<file path="src/rtl/rc4_ksa_engine.sv">
// rtl/rc4_ksa_engine.sv - RC4 key-scheduling engine with optional identity fill over a single-port RAM
module rc4_ksa_engine #(
  parameter int ADDR_W    = 8,
  parameter int KEY_BYTES = 3,
  parameter int RD_LAT    = 2,
  parameter int INIT_EN   = 1
) (
  input  logic                   clock,
  input  logic                   i_reset,
  input  logic                   start,
  input  logic                   abort,
  input  logic [8*KEY_BYTES-1:0] secret_key,
  input  logic [7:0]             q,
  output logic                   busy,
  output logic                   done,
  output logic                   wren,
  output logic [ADDR_W-1:0]      address,
  output logic [7:0]             data
);

  localparam int KW = (KEY_BYTES > 1) ? $clog2(KEY_BYTES) : 1;
  localparam int WW = (RD_LAT > 1) ? $clog2(RD_LAT) : 1;
  localparam logic [ADDR_W-1:0] LAST_I = '1;
  localparam logic [KW-1:0]     LAST_K = KW'(KEY_BYTES - 1);
  localparam logic [WW-1:0]     LAST_W = WW'(RD_LAT - 1);

  typedef enum logic [3:0] {
    S_IDLE, S_FILL, S_RD_I, S_CAP_I, S_RD_J, S_CAP_J, S_WR_I, S_WR_J, S_DONE
  } state_t;

  state_t            r_state;
  state_t            w_next;
  logic [ADDR_W-1:0] r_i;
  logic [ADDR_W-1:0] r_j;
  logic [KW-1:0]     r_k;
  logic [7:0]        r_si;
  logic [7:0]        r_sj;
  logic [WW-1:0]     r_w;
  logic [ADDR_W-1:0] w_key_low;
  logic [ADDR_W-1:0] w_j_next;
  logic [7:0]        w_i_byte;

  // Only the low ADDR_W bits of the current key byte take part in the j sum.
  assign w_key_low = secret_key[8*(KEY_BYTES-1-int'(r_k)) +: ADDR_W];
  assign w_j_next  = r_j + q[ADDR_W-1:0] + w_key_low;
  assign w_i_byte  = 8'(r_i);

  always_ff @(posedge clock) begin
    if (i_reset) begin
      r_state <= S_IDLE;
    end else begin
      r_state <= w_next;
    end
  end

  always_comb begin
    w_next = r_state;
    case (r_state)
      S_IDLE:  if (start) w_next = (INIT_EN != 0) ? S_FILL : S_RD_I;
      S_FILL:  if (r_i == LAST_I) w_next = S_RD_I;
      S_RD_I:  if (r_w == LAST_W) w_next = S_CAP_I;
      S_CAP_I: w_next = S_RD_J;
      S_RD_J:  if (r_w == LAST_W) w_next = S_CAP_J;
      S_CAP_J: w_next = S_WR_I;
      S_WR_I:  w_next = S_WR_J;
      S_WR_J:  w_next = (r_i == LAST_I) ? S_DONE : S_RD_I;
      S_DONE:  w_next = S_IDLE;
      default: w_next = S_IDLE;
    endcase
    // abort outranks start, including a start presented while idle
    if (abort) w_next = S_IDLE;
  end

  always_ff @(posedge clock) begin
    if (i_reset) begin
      r_i  <= '0;
      r_j  <= '0;
      r_k  <= '0;
      r_si <= '0;
      r_sj <= '0;
      r_w  <= '0;
    end else begin
      case (r_state)
        S_IDLE: begin
          if (w_next != S_IDLE) begin
            r_i <= '0;
            r_j <= '0;
            r_k <= '0;
            r_w <= '0;
          end
        end
        S_FILL: r_i <= r_i + 1'b1;
        S_RD_I, S_RD_J: r_w <= (r_w == LAST_W) ? '0 : r_w + 1'b1;
        S_CAP_I: begin
          r_si <= q;
          r_j  <= w_j_next;
        end
        S_CAP_J: r_sj <= q;
        S_WR_J: begin
          if (r_i != LAST_I) begin
            r_i <= r_i + 1'b1;
            r_k <= (r_k == LAST_K) ? '0 : r_k + 1'b1;
          end
        end
        default: ;
      endcase
    end
  end

  always_comb begin
    busy    = 1'b0;
    done    = 1'b0;
    wren    = 1'b0;
    address = '0;
    data    = '0;
    case (r_state)
      S_FILL: begin
        busy    = 1'b1;
        wren    = 1'b1;
        address = r_i;
        data    = w_i_byte;
      end
      S_RD_I, S_CAP_I: begin
        busy    = 1'b1;
        address = r_i;
      end
      S_RD_J, S_CAP_J: begin
        busy    = 1'b1;
        address = r_j;
      end
      S_WR_I: begin
        busy    = 1'b1;
        wren    = 1'b1;
        address = r_i;
        data    = r_sj;
      end
      S_WR_J: begin
        busy    = 1'b1;
        wren    = 1'b1;
        address = r_j;
        data    = r_si;
      end
      S_DONE: done = 1'b1;
      default: ;
    endcase
  end

endmodule

</file>
<file path="config.mk">
export PLATFORM = sky130hd
export DESIGN_NAME = rc4_ksa_engine
export DESIGN_NICKNAME = d
export VERILOG_FILES = /design/src/rtl/rc4_ksa_engine.sv
export SDC_FILE = /design/constraint.sdc
export NUM_CORES = 1
export LEC_CHECK = 0
export BUFFER_PORTS_ARGS = -buffer_cell sky130_fd_sc_hd__buf_2
export CORE_AREA = 2 2 61 92
export DETAILED_ROUTE_END_ITERATION = 8
export DIE_AREA = 0 0 63 94
export GPL_TIMING_DRIVEN = 0
export PLACE_DENSITY_LB_ADDON = 0.05
export SETUP_SLACK_MARGIN = 0.2
export SYNTH_ARGS = -nofsm -noshare
export SYNTH_HDL_FRONTEND = slang
export SYNTH_SLANG_ARGS = --single-unit
</file>
<file path="constraint.sdc">
create_clock -name clock -period 5 [get_ports clock]
set_input_delay 0.25 -clock clock [delete_from_list [all_inputs] [get_ports clock]]
set_output_delay 0.25 -clock clock [all_outputs]
set_load 0.02 [all_outputs]
</file>
==> run_results.csv <==
group,metric,value,unit
floorplanning,dieArea,5920,um2
placed_design,io_buffers,54,
sta,drv_slew,0,
critical_path,worstSetupPathType,"flip-flop to flip-flop",
clock_network,clk_latency,0.30,ns
cells_and_area,mostFrequentLayoutCells,"60 x buf_2, 39 x dfxtp_1, 34 x nor2_1",
power_and_ir_drop,power_density,205,nW/um2
critical_path,start_kind,"flip-flop",
cells_and_area,areaGrowthSynthToFinish,16.8,%
route,wl_met2,3650,um
logic_synthesis,ys_types,55,
power_and_ir_drop,worst_ir_drop_vdd,0.000184,V
logic_synthesis,synth-edff-count,0,
route,dr.max_layer_used,"met4",
sta,skew,0.00793,ns
route,num_vias,2674,
route,drtPass1Iterations,6,
route,ant_nets,0,
sta,hold_viol,0,
critical_path,cp.arrival,4.45,ns
critical_path,reg2reg_from,"r_k[0]$_SDFFE_PP0P_",
global_routing,grt_pass1_vias,2587,
placed_design,dpl.hpwl,5740,um
sta,relSlewSlack,22.6,%
floorplanning,die_x,63,um
logic_synthesis,synthesis.area,2730,um2
worst_hold_path,min_path_type,"primary input to flip-flop",
logic_synthesis,syn_nets,395,
route,drc,0,
clock_network,clk_pin_slew_worst_paths,0.08,ns
logic_synthesis,ys.flop_type,"dfxtp_1",
critical_path,crit_fanout,10,
sta,worst_pin_slew,1.15,ns
critical_path,worstSetupEndpointType,"flip-flop",
critical_path,cp-startpoint,"r_k[0]$_SDFFE_PP0P_",
cells_and_area,diodes,0,
route,wl_met1,3260,um
cells_and_area,final_common_cell,"buf_2",
sta,rsz0062_at_grt,"false",
route,drt-total-wl,7460,um
sta,period_share,84.3,%
clock_network,cts_made_buffers,5,
power_and_ir_drop,total_power,652,uW
outcome,status,"completed",
floorplanning,rows,32,
logic_synthesis,synth_cells,341,
route,vias_per_cell,5.68,
route,wl_per_cell,15.8,um
floorplanning,dieHeight,94,um
clock_network,hold_buffers,0,
sta,timing.fmax,237,MHz
cells_and_area,fin_nets,456,
floorplanning,initial_utilization,53.6,%
logic_synthesis,async_flop_share,0,%
clock_network,max-clock-path-buffers,2,
cells_and_area,fillers,499,
clock_network,clockRootBuffer,"clkbuf_8",
clock_network,cts_sinks,39,
cells_and_area,final_core_util,62.6,%
clock_network,cts_resized,0,
critical_path,worstPathRequired,5.24,ns
worst_hold_path,hp-start,"abort",
global_routing,antenna_found_initial,0,
global_routing,grt_overflow_total,0,
logic_synthesis,synth_area_per_cell,8.00,um2
logic_synthesis,yosys_warnings,0,
global_routing,grt_pass1_wl,12300,um
floorplanning,top_level_ports,55,
clock_network,ctsHtreeMaxLevel,2,
global_routing,grt_usage,26.5,%
logic_synthesis,ys_seq_elements,39,
global_routing,grt_max_degree,13,
sta,fin_setup_tns,0,ns
clock_network,cts_setup_buffers,0,
sta,timing.final.crit_period,4.22,ns
logic_synthesis,yosysSeqAreaShare,28.6,%
placed_design,routabilityCongestion,0.844,
clock_network,cts_tree,"yes",
route,dr_wl_met3,375,um
cells_and_area,drive_gt1_share,21.8,%
floorplanning,core_area,5080,um2
sta,setup_viol,0,
sta,timing.hold.ws,0.192,ns
route,drt_iter0_drc,125,
power_and_ir_drop,power.leakage,0.00138,uW
run,maxCapViolCount,0,
## area by class of cell
class | instances | area [um2] | share of cell area (%)
Sequential cell | 39 | 781 | 24.5
Multi-Input combinational cell | 249 | 1700 | 53.3
Timing Repair Buffer | 54 | 270 | 8.48
Clock buffer | 7 | 96.3 | 3.02
Buffer | 24 | 140 | 4.40
Tap cell | 68 | 85.1 | 2.67
Inverter | 29 | 109 | 3.42
Clock inverter | 1 | 7.51 | 0.236
## worst max-delay path, cell delays in order (launching register included)
cell and delay, ns:
dfxtp_1 0.36, buf_2 0.18, inv_1 0.08, ha_1 0.27, buf_4 0.15, clkbuf_1 0.37
nor2b_1 0.32, a21oi_1 0.11, o21ai_0 0.31, fa_1 0.48, ha_1 0.23, inv_1 0.07
fa_1 0.19, nor2b_1 0.08, o31ai_1 0.30, a21oi_1 0.15, or4_1 0.41, nand3_1 0.09
## where the power goes
group | switching (uW) | internal (uW) | leakage (uW)
clock | 114 | 126 | 0.0000505
sequential | 1.86 | 311 | 0.000314
combinational | 58.3 | 41.2 | 0.00101
total | 175 | 478 | 0.00138
## routing by layer
layer	up-vias	track usage, %
met3	11	4.08
li1	1327	-
met5	-	0
met1	1249	32.5
met4	0	10.2
met2	87	46.3
## registers in the layout, indices dropped and copies added, names as in the netlist
| name | count |
|---|---|
| r_k | 2 |
| r_si | 8 |
| r_state | 4 |
| r_i | 8 |
| r_w | 1 |
| r_sj | 8 |
| r_j | 8 |
## kinds of logic (layout without fill, tap and decap cells)
logic type      after synthesis  count (layout)  share of synthesized area, %
compound gates               82              82                          21.2
xor+xnor                      5               5                          1.61
fa+ha+maj                    18              18                          10.5
buf+inv                      53             115                          9.13
flops                        39              39                          28.6
mux                          14              14                          5.14
simple gates                130             130                          23.9
## cells in the mapped netlist, types with 2 or more instances
cell | instances | area (um2)
buf_4 | 3 | 22.5
buf_6 | 4 | 45.0
nor4_1 | 2 | 12.5
mux2i_1 | 14 | 140
or4_1 | 3 | 22.5
and2_1 | 5 | 31.3
xor2_1 | 2 | 17.5
buf_2 | 6 | 30.0
clkbuf_1 | 9 | 33.8
and3_1 | 2 | 12.5
nor3_1 | 8 | 40.0
ha_1 | 10 | 125
inv_1 | 28 | 105
a211oi_1 | 2 | 15.0
nor2b_1 | 6 | 37.5
a32o_1 | 4 | 40.0
nand4_1 | 4 | 25.0
xnor2_1 | 3 | 26.3
o21ai_0 | 11 | 55.1
nor2_1 | 34 | 128
dfxtp_1 | 39 | 781
a211oi_2 | 2 | 25.0
o21a_1 | 2 | 15.0
o31ai_1 | 3 | 22.5
nand2b_1 | 8 | 50.1
a222oi_1 | 8 | 80.1
a22oi_1 | 8 | 60.1
nand2_1 | 30 | 113
or2_2 | 3 | 18.8
or3_1 | 2 | 12.5
fa_1 | 8 | 160
nand3_1 | 18 | 90.1
a31oi_1 | 5 | 31.3
a21oi_1 | 24 | 120
## path summary, 6_finish.rpt
check / slack (ns) / cells after the start / endpoint
max reg2reg: 0.78 / 17 / r_j[7]$_SDFFE_PP0P_
min reg2reg: 0.46 / 2 / r_si[4]$_SDFFE_PP0P_
max: 0.78 / 17 / r_j[7]$_SDFFE_PP0P_
min: 0.19 / 2 / r_state[3]$_SDFF_PP0_
## per-stage QoR
step | worst slack (ns) | cell area [um2] | cells
final | 0.784 | 3190 | 471
after global routing | 0.452 | 3190 | 471
after CTS | 0.740 | 3190 | 471
after detailed placement | 0.764 | 3080 | 463
after global placement | 0.876 | 3080 | 463
after floorplan | 1.40 | 2730 | 341
Note: power is estimated with default switching activity, not from simulation.
